<file path="config.mk">
export PLATFORM = sky130hd
export DESIGN_NAME = pc_fetch_unit
export DESIGN_NICKNAME = d
export VERILOG_FILES = /design/src/rtl/pc_fetch_unit.sv
export SDC_FILE = /design/constraint.sdc
export NUM_CORES = 1
export LEC_CHECK = 0
export ABC_CLOCK_PERIOD_IN_PS = 5400
export BUFFER_PORTS_ARGS = -buffer_cell sky130_fd_sc_hd__buf_2
export CELL_PAD_IN_SITES_DETAIL_PLACEMENT = 0
export CELL_PAD_IN_SITES_GLOBAL_PLACEMENT = 1
export CORE_MARGIN = 1.5
export CORE_UTILIZATION = 41
export CTS_CLUSTER_DIAMETER = 150
export DETAILED_ROUTE_END_ITERATION = 6
export GPL_ROUTABILITY_DRIVEN = 1
export MAX_ROUTING_LAYER = met4
export PLACE_DENSITY_LB_ADDON = 0.2
export SLEW_MARGIN = 20
export SYNTH_ARGS = -nofsm -noshare
export SYNTH_HDL_FRONTEND = slang
export SYNTH_SLANG_ARGS = --single-unit
export TNS_END_PERCENT = 1
</file>
<file path="constraint.sdc">
create_clock -name clk -period 5.4 [get_ports clk]
set_input_delay 1.08 -clock clk [delete_from_list [all_inputs] [get_ports clk]]
set_output_delay 1.08 -clock clk [all_outputs]
set_load 0.03 [all_outputs]
</file>
<file path="src/rtl/pc_fetch_unit.sv">
// Fetch-stage program counter with next-PC selection, redirect holding and halt.
// Optional PC_MISALIGN_TRAP_EN: misaligned redirect targets halt the unit instead of being masked.
module pc_fetch_unit #(
  parameter logic [31:0] RESET_PC = 32'h0040_0000
) (
  input  logic        clk,
  input  logic        reset,
  input  logic        imem_ready,
  input  logic        stall,
  input  logic        branch_taken,
  input  logic [31:0] branch_offset,
  input  logic        jump,
  input  logic [25:0] jump_index,
  input  logic        jump_reg,
  input  logic [31:0] jr_target,
  input  logic        halt,
  output logic [31:0] pc,
  output logic [31:0] pc_plus4,
  output logic        pc_valid,
  output logic        halted,
  output logic        misalign_err
);

  typedef enum logic [1:0] {StBoot, StRun, StHalt} state_e;

  state_e      state_q;
  logic [31:0] pc_q;
  logic [31:0] pend_target_q;
  logic        pend_valid_q;
  logic        pc_valid_q;
  logic        halted_q;
  logic        misalign_q;

  logic        adv;
  logic        redir_valid;
  logic [31:0] redir_target;
  logic        load_en;
  logic [31:0] load_target;
  logic        load_bad;

  assign pc_plus4    = pc_q + 32'd4;
  assign adv         = pc_valid_q & imem_ready & ~stall;
  assign redir_valid = jump_reg | jump | branch_taken;

  always_comb begin
    if (jump_reg) begin
      redir_target = jr_target;
    end else if (jump) begin
      redir_target = {pc_plus4[31:28], jump_index, 2'b00};
    end else begin
      redir_target = pc_plus4 + branch_offset;
    end
  end

  // A live redirect beats a held one; halt suppresses any load this cycle.
  always_comb begin
    load_en     = 1'b0;
    load_target = redir_target;
    if ((state_q == StRun) && !halt && adv) begin
      if (redir_valid) begin
        load_en = 1'b1;
      end else if (pend_valid_q) begin
        load_en     = 1'b1;
        load_target = pend_target_q;
      end
    end
  end

`ifdef PC_MISALIGN_TRAP_EN
  assign load_bad = (load_target[1:0] != 2'b00);
`else
  assign load_bad = 1'b0;
`endif

  always_ff @(posedge clk) begin
    if (reset) begin
      state_q       <= StBoot;
      pc_q          <= RESET_PC;
      pend_target_q <= 32'd0;
      pend_valid_q  <= 1'b0;
      pc_valid_q    <= 1'b0;
      halted_q      <= 1'b0;
      misalign_q    <= 1'b0;
    end else begin
      case (state_q)
        StBoot: begin
          state_q    <= StRun;
          pc_valid_q <= 1'b1;
        end
        StRun: begin
          if (halt || (load_en && load_bad)) begin
            state_q      <= StHalt;
            pc_valid_q   <= 1'b0;
            halted_q     <= 1'b1;
            pend_valid_q <= 1'b0;
            if (load_en && load_bad) begin
              misalign_q <= 1'b1;
            end
          end else if (load_en) begin
            pc_q         <= load_target & 32'hFFFF_FFFC;
            pend_valid_q <= 1'b0;
          end else if (redir_valid) begin
            pend_target_q <= redir_target;
            pend_valid_q  <= 1'b1;
          end else if (adv) begin
            pc_q <= pc_plus4;
          end
        end
        StHalt: begin
          state_q <= StHalt;
        end
        default: begin
          state_q <= StBoot;
        end
      endcase
    end
  end

  assign pc           = pc_q;
  assign pc_valid     = pc_valid_q;
  assign halted       = halted_q;
  assign misalign_err = misalign_q;

endmodule

</file>
-- After elaboration in Yosys (flattened, before gate mapping)
Cells that the tools add are included.
- add/subtract/negate cells: 2
- equality and inequality tests: 4
- mux-type cells: 18
- bitwise gates (word level): 7
- reduce and logical (&&, ||, !) cells: 12
- operators by type and width (kind ; count):
    2-to-1 mux 32 bit ; 8
    adder 32 x 3 -> 32 bit (second input constant) ; 1
    adder 32 bit ; 1
    AND reduction 4 bit ; 2
    2-to-1 mux 1 bit ; 7
    case mux 2 bit (3 select lines) ; 1
    AND reduction 2 bit ; 3
    nonzero test 2 bit ; 2
    NOT 1 bit ; 3
    nonzero test 3 bit ; 1
    AND 1 bit ; 2
    equality test 2 x 1 -> 1 bit (second input constant) ; 1
    equality test 2 bit (second input constant) ; 1
    logical AND 1 bit ; 2
    zero test 2 bit ; 1
    2-to-1 mux 2 bit ; 1
    inequality test 2 x 1 -> 1 bit (second input constant) ; 1
    inequality test 2 bit (second input constant) ; 1
    bitwise OR 1 bit ; 2
    case mux 1 bit (2 select lines) ; 1
    zero test 1 bit ; 1
- register bits: 69
- input bits: 98
- output and inout bits: 67
- word-level logic and storage cells: 49

-- Logic depth before layout (Yosys ltp)
- depth after elaboration: 8
- depth in mapped cells: 15
- gate-level depth less buffers: 15

-- Worst setup path before layout
Ideal clock, no wire load.
- path kind: register -> register
- start point: register pc_q[11], in the netlist pc[11]
- end point: register pend_target_q[31]
- setup time: 0.060 ns
- arrival: 4.291 ns
- required time: 5.340 ns
- slack: 1.049 ns
- cell stages (with the launch flop): 15
- path buffers: 1
- period minus slack after synthesis: 4.351 ns
- cells stage by stage: dfxtp_1 buf_4 nand4_2 nand4bb_4 or3_1 nor2_1 xor2_1 ha_1 nand4_1 or3_1 or4_4 o21bai_2 mux2i_1 mux2i_1 o221a_1
- word-level cells in the longest chain between the ends: 4
- RTL lines (element ; RTL line ; RTL):
    from (decl) ; 27 ; logic [31:0] pc_q;
    from (signal assigned) ; 100 ; pc_q <= load_target & 32'hFFFF_FFFC;
    from (signal assigned) ; 106 ; pc_q <= pc_plus4;
    adder 32 x 3 -> 32 bit ; 41 ; assign pc_plus4 = pc_q + 32'd4;
    via pc_plus4[24] ; 18 ; output logic [31:0] pc_plus4,
    adder 32 bit ; 51 ; redir_target = pc_plus4 + branch_offset;
    2-to-1 mux 32 bit ; 48 ; end else if (jump) begin
    2-to-1 mux 32 bit ; 46 ; if (jump_reg) begin
    to (signal assigned) ; 103 ; pend_target_q <= redir_target;
    to (decl) ; 28 ; logic [31:0] pend_target_q;
The timed path passes the listed nets, and every way through them passes these cells.
A chain may end at the register's enable or synchronous reset.

-- Worst setup path after layout
- start point: register pc_q[2], in the netlist pc[2]
- end point: register pend_target_q[31]
- word-level cells in the longest chain between the ends: 4
- RTL lines (element ; RTL line):
    adder 32 x 3 -> 32 bit (*) ; 41
    adder 32 bit ; 51
    2-to-1 mux 32 bit (*) ; 48
    2-to-1 mux 32 bit (*) ; 46
Mark *: on every way between the ends. The rest lies on a longest branch, timed or not.

==> results.ini <==
[outcome]
status = completed

[route]
viasPerCell = 6.00
totalWireLength_um = 21000
drc = 0
first_pass_iters = 5
num_vias = 6546
drt_iter0_markers = 675
ant_nets = 0
avgRoutedWirePerCell_um = 19.2

[layout]
fin_nets = 1047
fill_cells = 1340
final_cells = 1091
antennaDiodeCount = 0
synthToLayoutAreaGrowth_pct = 21.8
ff_latch_area_um2 = 1300
multiInputGateArea_um2 = 4120
drive_gt1_share_pct = 23.1

[critical_path]
critPathMaxStageDelay_ns = 0.51
crit_arrival_ns = 4.88
cp_max_fo = 7
worstPathRequired_ns = 5.67
crit_chain = ha_1 -> nand3_1 -> or3_1 -> nor2_1 -> xor2_1 -> ha_1 -> nand4_1 -> or3_1 -> or4_4 -> o21bai_2 -> mux2i_1 -> mux2i_1 -> o221a_1
r2r_setup_slack_ns = 0.79
crit_type = reg2reg
crit_path_end_kind = flop
worstSetupStartpointType = flop
cp_slowest_cell = or3_1

[logic_synthesis]
async_flop_share_pct = 0
seq_area_frac_synth_pct = 22.9
yosys_warnings = 0
synthTopCellsByCount = nand2_1 (91), nor2_1 (83), a21oi_1 (76), dfxtp_1 (65), ha_1 (39)
netlist_instances = 772
post_synth_instance_area_um2 = 5680
yosys.area.top_type = dfxtp_1
yosys.area.top_type_share_pct = 22.9
synth-edff-count = 0
synthFlopType = dfxtp_1
yosysMostFrequentCell = nand2_1
syn_avg_cell_area_um2 = 7.36
synth_top_cells_by_area = dfxtp_1 (23%), ha_1 (8.6%), a21oi_1 (6.7%)
ys_ff_latch = 65
yosysUniqueCellTypes = 76

[floorplan]
start_util_pct = 42.4
die_h_um = 121
coreArea_um2 = 13400
dieArea_um2 = 14600
fp-row-count = 42
io_pins = 165
dieWidth_um = 121

[cts]
cts_tree = yes
cts.sinks = 65
postCtsSetupBuffers = 0
cts_repair_resize_count = 0
cts_buffers = 9
htreeDepth = 3
clock_path_buffers = 2
hold_buffers = 0
clock_latency_ns = 0.33
clk_pin_slew_ns = 0.05
clockRootBuffer = clkbuf_16

[global_route]
antenna_found_initial = 0
overflow = 0
grt_pass1_vias = 6137
grt_pass1_wl_um = 32100
grt.total_usage_pct = 29.1
grt_max_degree = 59

[sta]
timing.final.crit_share_pct = 85.4
setup_viol_count_final = 0
slew_headroom_pct = 36.1
rsz0062_at_grt = false
worst_pin_slew_ns = 0.958
hold_slack_ns = 0.457
clock.fmax_mhz = 217
fin_tns_setup_ns = 0
hold_viol_final = 0
worst_clock_skew_ns = 0.00602
slew_violations = 0
post-route-min-period_ns = 4.61

[placed_design]
io_buffers = 155
post-dp-hpwl_um = 15700
dp_cells = 1075
routabilityCongestion = 0.938

[power]
peakVddDrop_uv = 238
power.density_nw_per_um2 = 238
p_leak_nw = 3.13

[worst_hold_path]
min_path_type = reg2reg

[flow_run]
drv_cap = 0

metrics by stage:
| step | util (%) | setup WS (ns) | instance area, µm² | power (mW) |
|---|---|---|---|---|
| after floorplan | - | 1.05 | 5700 | 0.899 |
| after CTS | 51.7 | 0.827 | 6920 | 1.65 |
| after global placement | 49.3 | 0.947 | 6610 | 1.03 |
| after detailed placement | 49.3 | 0.867 | 6610 | 1.05 |
| final | 51.7 | 0.791 | 6920 | 1.65 |
| after global routing | 51.7 | 0.530 | 6920 | 1.73 |
registers in the layout (all words and copies together) (netlist names):
name / count
pc_valid: 1
pend_valid_q: 1
state_q: 2
pend_target_q: 30
pc: 30
halted: 1
worst max-delay path: cells and delay by family (launching register included):
family	cells	cell delay, ns
fa+ha+maj	2	0.62
mux	2	0.68
flops	1	0.48
simple gates	6	2.09
compound gates	2	0.34
xor+xnor	1	0.32
routing by layer:
| metal | part of all wire (%) | track usage, % | up-vias |
|---|---|---|---|
| li1 | - | - | 3113 |
| met1 | 43 | 37.8 | 3092 |
| met2 | 47 | 47.4 | 313 |
| met3 | 8.1 | 4.53 | 28 |
| met4 | 1.5 | 7.65 | 0 |
| met5 | 0 | - | - |
where the power goes:
group          switching (mW)  leakage (nW)  internal, mW  total, mW
Combinational           0.302          2.45         0.176      0.477
Clock                   0.206         0.153         0.395      0.601
Sequential             0.0393         0.527         0.531      0.570
logic make-up (layout without fill, tap and decap cells):
group | count (synthesis) | after routing | share of synthesized area [%]
buffers and inverters | 69 | 208 | 5.04
other | 1 | 5 | 0.0660
xor gates and xnor gates | 47 | 47 | 7.38
and+or+nand+nor | 284 | 284 | 23.8
DFF | 65 | 65 | 22.9
adders and majority gates | 39 | 39 | 8.59
muxes | 17 | 17 | 3.04
AOI/OAI and AO/OA | 250 | 250 | 29.2
layout by cell type (no fill, tap or decap), types with 21 or more instances in the layout:
cell / synthesis / final
inv_1: 21 / 21
a21oi_1: 76 / 76
nand2_1: 91 / 91
nor2_1: 83 / 83
o21ai_0: 36 / 36
ha_1: 39 / 39
xnor2_1: 30 / 30
buf_2: 4 / 155
nand3_1: 29 / 29
nor3_1: 24 / 22
dfxtp_1: 65 / 65
worst paths after layout:
path	cells past startpoint	from	end
worst min register to register	2	pend_target_q[13]	pend_target_q[13]
worst max register to register	13	pc[2]	pend_target_q[31]
worst max-delay path	13	pc[2]	pend_target_q[31]
worst min-delay path	2	pend_target_q[13]	pend_target_q[13]
cell type report:
class,instances,area share (%)
Tap cell,176,3.18
Inverter,22,1.19
Multi-Input combinational cell,642,59.5
Clock inverter,2,0.506
Timing Repair Buffer,170,12.8
Sequential cell,65,18.8
Clock buffer,14,3.96
Power figures use the tool's default switching activity.
